===== config.mk =====
export PLATFORM = sky130hd
export DESIGN_NAME = button_input_conditioner
export DESIGN_NICKNAME = d
export VERILOG_FILES = /design/src/rtl/game_io_pkg.sv /design/src/rtl/button_debounce_fsm.sv /design/src/rtl/button_input_conditioner.sv
export SDC_FILE = /design/constraint.sdc
export NUM_CORES = 1
export LEC_CHECK = 0
export CAP_MARGIN = 20
export CELL_PAD_IN_SITES_DETAIL_PLACEMENT = 1
export CELL_PAD_IN_SITES_GLOBAL_PLACEMENT = 2
export CORE_MARGIN = 1.5
export CORE_UTILIZATION = 35
export CTS_CLUSTER_SIZE = 12
export DETAILED_ROUTE_END_ITERATION = 10
export HOLD_SLACK_MARGIN = 0.1
export PLACE_DENSITY_LB_ADDON = 0.1
export SLEW_MARGIN = 20
export SYNTH_ARGS = -nofsm -noshare
export SYNTH_HDL_FRONTEND = slang
export SYNTH_SLANG_ARGS = --single-unit

===== constraint.sdc =====
create_clock -name clock_builtin_50MHZ -period 2.6 [get_ports clock_builtin_50MHZ]
set_input_delay 0.52 -clock clock_builtin_50MHZ [delete_from_list [all_inputs] [get_ports clock_builtin_50MHZ]]
set_output_delay 0.52 -clock clock_builtin_50MHZ [all_outputs]
set_load 0.02 [all_outputs]

===== src/rtl/game_io_pkg.sv =====
// game_io_pkg: shared definitions for the pushbutton front end.
// Holds the per-button FSM state type, the button index constants and the
// default timing constants, sized for a 50 MHz clock.
package game_io_pkg;

    typedef enum logic [1:0] {
        IDLE         = 2'd0,
        PRESS_WAIT   = 2'd1,
        PRESSED      = 2'd2,
        RELEASE_WAIT = 2'd3
    } btn_state_t;

    localparam int BTN_LOGIC_0  = 0;
    localparam int BTN_LOGIC_1  = 1;
    localparam int BTN_ACTIVITY = 2;
    localparam int NUM_BUTTONS  = 3;

    // 20 ms debounce and 0.5 s auto-repeat at 50 MHz
    localparam int DEFAULT_DEBOUNCE_CYCLES = 1000000;
    localparam int DEFAULT_REPEAT_CYCLES   = 25000000;

    // One counter serves both the debounce and the repeat timing, so it is
    // sized for the larger of the two.
    function automatic int counter_width(input int debounce_cycles, input int repeat_cycles);
        return $clog2(((debounce_cycles > repeat_cycles) ? debounce_cycles : repeat_cycles) + 1);
    endfunction

endpackage


===== src/rtl/button_debounce_fsm.sv =====
// button_debounce_fsm: one pushbutton channel.
// Synchronizes the raw active-low pin, debounces it with a four-state FSM and
// a saturating counter, reports the debounced level (held) and emits a
// one-cycle press_event when a press is accepted.
// Optional feature macro: BUTTON_AUTOREPEAT_EN -- when defined and REPEAT_EN
// is set, a button held in PRESSED re-issues press_event every REPEAT_CYCLES.
module button_debounce_fsm
    import game_io_pkg::*;
#(
    parameter int DEBOUNCE_CYCLES = DEFAULT_DEBOUNCE_CYCLES,
    parameter int REPEAT_CYCLES   = DEFAULT_REPEAT_CYCLES
`ifdef BUTTON_AUTOREPEAT_EN
    ,
    parameter bit REPEAT_EN       = 1'b0
`endif
) (
    input  logic clock_builtin_50MHZ,
    input  logic not_reset,
    input  logic not_pin,
    output logic held,
    output logic press_event
);

    localparam int CNT_W = counter_width(DEBOUNCE_CYCLES, REPEAT_CYCLES);
    localparam logic [CNT_W-1:0] DEB_LAST = CNT_W'(DEBOUNCE_CYCLES - 1);
    localparam logic [CNT_W-1:0] CNT_MAX  = '1;
`ifdef BUTTON_AUTOREPEAT_EN
    localparam logic [CNT_W-1:0] REP_LAST = CNT_W'(REPEAT_CYCLES - 1);
`endif

    logic             sync_meta_reg;
    logic             sync_reg;
    btn_state_t       state_reg;
    btn_state_t       state_next;
    logic [CNT_W-1:0] cnt_reg;
    logic [CNT_W-1:0] cnt_next;
    logic [CNT_W-1:0] cnt_inc;

    // Counter never wraps: it parks at all-ones if ever left running.
    assign cnt_inc = (cnt_reg == CNT_MAX) ? cnt_reg : cnt_reg + 1'b1;

    // Two-flop synchronizer; idles high so reset looks like "not pressed".
    always_ff @(posedge clock_builtin_50MHZ or negedge not_reset) begin
        if (!not_reset) begin
            sync_meta_reg <= 1'b1;
            sync_reg      <= 1'b1;
        end else begin
            sync_meta_reg <= not_pin;
            sync_reg      <= sync_meta_reg;
        end
    end

    // State and counter registers.
    always_ff @(posedge clock_builtin_50MHZ or negedge not_reset) begin
        if (!not_reset) begin
            state_reg <= IDLE;
            cnt_reg   <= '0;
        end else begin
            state_reg <= state_next;
            cnt_reg   <= cnt_next;
        end
    end

    // Debounce transitions; press_event fires on the cycle a press qualifies.
    always_comb begin
        state_next  = state_reg;
        cnt_next    = cnt_reg;
        press_event = 1'b0;
        case (state_reg)
            IDLE: begin
                if (!sync_reg) begin
                    state_next = PRESS_WAIT;
                    cnt_next   = '0;
                end
            end
            PRESS_WAIT: begin
                if (sync_reg) begin
                    state_next = IDLE;
                end else if (cnt_reg == DEB_LAST) begin
                    state_next  = PRESSED;
                    cnt_next    = '0;
                    press_event = 1'b1;
                end else begin
                    cnt_next = cnt_inc;
                end
            end
            PRESSED: begin
                if (sync_reg) begin
                    state_next = RELEASE_WAIT;
                    cnt_next   = '0;
                end
`ifdef BUTTON_AUTOREPEAT_EN
                else if (REPEAT_EN) begin
                    if (cnt_reg == REP_LAST) begin
                        cnt_next    = '0;
                        press_event = 1'b1;
                    end else begin
                        cnt_next = cnt_inc;
                    end
                end
`endif
            end
            RELEASE_WAIT: begin
                if (!sync_reg) begin
                    // Bounce on release: back to PRESSED without a new press.
                    state_next = PRESSED;
                    cnt_next   = '0;
                end else if (cnt_reg == DEB_LAST) begin
                    state_next = IDLE;
                end else begin
                    cnt_next = cnt_inc;
                end
            end
            default: begin
                state_next = IDLE;
                cnt_next   = '0;
            end
        endcase
    end

    assign held = (state_reg == PRESSED) || (state_reg == RELEASE_WAIT);

endmodule


===== src/rtl/button_input_conditioner.sv =====
// button_input_conditioner: three debounced pushbuttons feeding the game logic.
// Each accepted press sets a pending flag; a registered priority arbiter
// (logic_0 > logic_1 > activity) turns at most one flag per cycle into an
// active-low one-cycle pulse, so simultaneous presses come out back to back.
// Optional feature macro: BUTTON_AUTOREPEAT_EN -- auto-repeat for logic_0 and
// logic_1 while held; activity never repeats.
module button_input_conditioner
    import game_io_pkg::*;
#(
    parameter int DEBOUNCE_CYCLES = DEFAULT_DEBOUNCE_CYCLES,
    parameter int REPEAT_CYCLES   = DEFAULT_REPEAT_CYCLES
) (
    input  logic       clock_builtin_50MHZ,
    input  logic       not_reset,
    input  logic       not_logic_0_pin,
    input  logic       not_logic_1_pin,
    input  logic       not_activity_pin,
    output logic       not_logic_0,
    output logic       not_logic_1,
    output logic       not_activity,
    output logic [2:0] held
);

    logic [NUM_BUTTONS-1:0] raw_pin_n;
    logic [NUM_BUTTONS-1:0] press_event;
    logic [NUM_BUTTONS-1:0] pending_reg;
    logic [NUM_BUTTONS-1:0] pending_next;
    logic [NUM_BUTTONS-1:0] grant_reg;
    logic [NUM_BUTTONS-1:0] grant_next;

    assign raw_pin_n[BTN_LOGIC_0]  = not_logic_0_pin;
    assign raw_pin_n[BTN_LOGIC_1]  = not_logic_1_pin;
    assign raw_pin_n[BTN_ACTIVITY] = not_activity_pin;

    generate
        for (genvar gi = 0; gi < NUM_BUTTONS; gi++) begin : g_button
            button_debounce_fsm #(
                .DEBOUNCE_CYCLES(DEBOUNCE_CYCLES),
                .REPEAT_CYCLES  (REPEAT_CYCLES)
`ifdef BUTTON_AUTOREPEAT_EN
                ,
                .REPEAT_EN      (gi != BTN_ACTIVITY)
`endif
            ) u_debounce (
                .clock_builtin_50MHZ(clock_builtin_50MHZ),
                .not_reset          (not_reset),
                .not_pin            (raw_pin_n[gi]),
                .held               (held[gi]),
                .press_event        (press_event[gi])
            );
        end
    endgenerate

    // Priority pick of one pending flag; new presses OR in so a flag that is
    // already waiting is not counted twice and an unserved one is never lost.
    always_comb begin
        grant_next = '0;
        if (pending_reg[BTN_LOGIC_0]) begin
            grant_next[BTN_LOGIC_0] = 1'b1;
        end else if (pending_reg[BTN_LOGIC_1]) begin
            grant_next[BTN_LOGIC_1] = 1'b1;
        end else if (pending_reg[BTN_ACTIVITY]) begin
            grant_next[BTN_ACTIVITY] = 1'b1;
        end
        pending_next = (pending_reg & ~grant_next) | press_event;
    end

    // Pending flags and registered output pulses.
    always_ff @(posedge clock_builtin_50MHZ or negedge not_reset) begin
        if (!not_reset) begin
            pending_reg <= '0;
            grant_reg   <= '0;
        end else begin
            pending_reg <= pending_next;
            grant_reg   <= grant_next;
        end
    end

    assign not_logic_0  = ~grant_reg[BTN_LOGIC_0];
    assign not_logic_1  = ~grant_reg[BTN_LOGIC_1];
    assign not_activity = ~grant_reg[BTN_ACTIVITY];

endmodule


==> metrics.md <==
| Metric | Value |
|---|---|
| Peak supply drop | `about 0.00035 V` |
| Post-DP HPWL | `9826 µm` |
| DR iter-0 viols | `approximately 250` |
| DRT Pass-1 Iters | `4` |
| Top cells by area, synth | `dfrtp_1, xnor2_1, nor2_1, nand2_1, nand3_1` |
| Crit path max-delay cell type | `or4_1` |
| Routed Antenna Nets | `0` |
| Async SR Flop Fraction | `1.000` |
| DR vias/cell | `5.501` |
| Ant. Diodes | `0` |
| Max FFs per register | `75` |
| Starting density of the core | `0.3593` |
| First-pass GRT wire length | `about 23000 µm` |
| Total gr overflow | `0` |
| Layout cells sized above 1 | `0.1006` |
| Antenna violations before repair | `0` |
| I/O Pins | `11` |
| Sequential area share after synthesis | `0.4471` |
| Vias in the first global route | `roughly 4600` |
| Slew headroom | `0.3022` |
| Height of the die | `125.2 µm` |
| Synth unique cells | `63` |
| CTS Sinks | `93` |
| Most frequent cells in the layout | `dfrtp_1, nor2_1, nand2_1` |
| Clk buf depth | `2` |
| Post-synth top area share | `0.4169` |
| Ys flop type | `dfrtp_1` |
| YS warnings | `0` |
| WP data arrival | `around 2700 ps` |
| Post-CTS Setup Bufs | `0` |
| Crit-path cells | `or4_1 > or3_4 > or2_4 > a211oi_4 > o22ai_1 > a21bo_1` |
| Most common cell after layout, fill and taps aside | `dfrtp_1` |
| Via Count | `~4400` |
| Root buffer cell | `clkbuf_16` |
| CP max FO | `6` |
| HP Class | `in2async` |
| Worst-Skew Late Latency | `roughly 350 ps` |
| Remaining DRCs | `0` |
| Final clock skew | `between 8 and 9 ps` |
| Post-Syn Instances | `a little under 600` |
| Max-cap viol count | `0` |
| Final hold viol count | `0` |
| Max Fclk | `~410 MHz` |
| Type of the worst setup path | `reg2reg` |
| Worst-Margin Slew | `between 1000 and 1500 ps` |
| Hold slack | `151.9 ps` |
| Final Non-Filler Cells | `800` |
| Htree depth | `3` |
| Kind of cell adding the most delay to the critical path | `simple AND/OR/NAND/NOR gates` |
| Largest area contributor in the synthesized netlist | `dfrtp_1` |
| RSZ-0062 raised after global routing | `no` |
| Cell Area, Synth | `between 5000 and 6000 µm²` |
| Endpoint type of the worst setup path | `flip-flop` |
| Core area | `14530 µm²` |
| DIE WIDTH | `between 100 and 150 µm` |
| Critical path required time | `2850 ps` |
| Die Area | `15660 µm²` |
| IO buf count | `10` |
| CTS buffer count | `9` |
| Post-layout min period | `2453 ps` |
| #FFs+latches synth | `93` |
| Tot GR Track Use | `0.1839` |
| WL/cell | `between 15 and 20 µm` |
| Status | `finished clean` |
| Max-slew violations | `0` |
| Number of synthesized flops with an enable pin | `0` |
| Crit-path max cell delay | `540 ps` |
| Power per Cell Area | `approximately 550 nW/µm²` |
| Final setup vio count | `0` |
| Setup tns final | `0 ps` |
| Largest net degree at the start of global routing | `40` |
| Number of cell rows | `44` |
| Clock transition at path regs | `70 ps` |
| Tcrit/Tclk final | `0.9436` |
| Worst Path Buf+Inv | `0` |
| TritonCTS clock tree | `yes` |
| Area Overhead vs Synth | `14.37%` |
| Post-Place Cells | `around 800` |
| Layout Nets | `619` |
| Syn Area/Cell | `8.882 µm²` |
| Final WL | `13450 µm` |
| Final Power | `~3.3 mW` |
| Hold buffers post-CTS | `0` |
| Crit start category | `flip-flop` |
| Syn Nets | `a little under 600` |
| GPL Wtd Cong | `between 0.7 and 0.8` |
| Lkg Pwr | `approximately 2.4 nW` |
-- power breakdown --
group | switching (mW) | internal [mW]
Combinational | 0.192 | 0.143
Clock | 0.570 | 0.704
Sequential | 0.121 | 1.54
Total | 0.884 | 2.39
-- repair_timing --
| item | 4_1_cts | 5_1_grt |
|---|---|---|
| hold endpoints to repair | 0 | 0 |
| setup endpoints to repair | 0 | 6 |
| resized for setup | 0 | 1 |
-- final cells by class --
type / instances / area (µm²)
sequential: 93 / 2335
inverter: 19 / 71.32
multi-input combinational: 449 / 2691
clock buffer: 12 / 256.5
fill: 1707 / 8561
tap: 184 / 230.2
clock inverter: 4 / 32.53
timing repair buffer: 39 / 356.6
-- logic make-up after synthesis --
family,after synthesis,share of synthesized area
AO/OA/AOI/OAI,73,0.09991
XOR/XNOR,50,0.08385
adder cells (fa/ha/maj),3,0.007188
buffers and inverters,46,0.03761
flip-flops,93,0.4471
multiplexers,1,0.001917
AND/OR/NAND/NOR,322,0.3225
-- metrics by stage --
stage | utilization | setup WS, ps | instance area (µm²)
after CTS | 0.4107 | 91.85 | 5969
after global routing | 0.4110 | 34.83 | 5973
after floorplan | - | 322.2 | 5223
after detailed placement | 0.3908 | 84.48 | 5680
final | 0.4110 | 146.5 | 5973
after global placement | 0.3908 | 134.4 | 5680
-- synthesized netlist by cell type (2+ instances only) --
master and n:
a211o_1 2, a211oi_1 2, a21o_1 9, a21oi_1 8, a31oi_1 3, and2_1 5, and3_1 15, and4_1 4
buf_2 9, buf_4 3, clkbuf_1 14, dfrtp_1 87, dfstp_2 6, ha_1 3, inv_1 19, nand2_1 54
nand2b_1 8, nand3_1 37, nand4_1 25, nor2_1 77, nor2b_1 4, nor3_1 33, nor3_2 2, nor3b_1 7
nor4_1 22, nor4b_1 6, o211ai_1 5, o21ai_0 13, o22ai_1 7, o311ai_0 6, o31ai_1 4, or3_1 4
or3b_2 2, or4_1 6, xnor2_1 36, xor2_1 14
-- path summary, 6_finish.rpt --
path                              slack, ps  depth (start not counted)                                 start                              endpoint
max reg2reg                             150                          6    g_button[2].u_debounce.cnt_reg[20]    g_button[2].u_debounce.cnt_reg[12]
max in group asynchronous              1760                          2                             not_reset  g_button[1].u_debounce.sync_meta_reg
min                                     150                          1                             not_reset    g_button[2].u_debounce.cnt_reg[12]
min in group clock_builtin_50MHZ        360                          0  g_button[0].u_debounce.sync_meta_reg       g_button[0].u_debounce.sync_reg
min reg2reg                             360                          0  g_button[0].u_debounce.sync_meta_reg       g_button[0].u_debounce.sync_reg
max                                     150                          6    g_button[2].u_debounce.cnt_reg[20]    g_button[2].u_debounce.cnt_reg[12]
-- routing by layer --
layer / vias to the layer above / wire (µm) / global-route usage
met2: 28 / 6393 / 0.3086
met4: 0 / 125 / 0.03810
met5: - / 0 / 0
met1: 2201 / 6624 / 0.2431
li1: 2163 / - / -
met3: 9 / 303 / 0.04365
No activity file was read; power rests on OpenSTA's default activity.
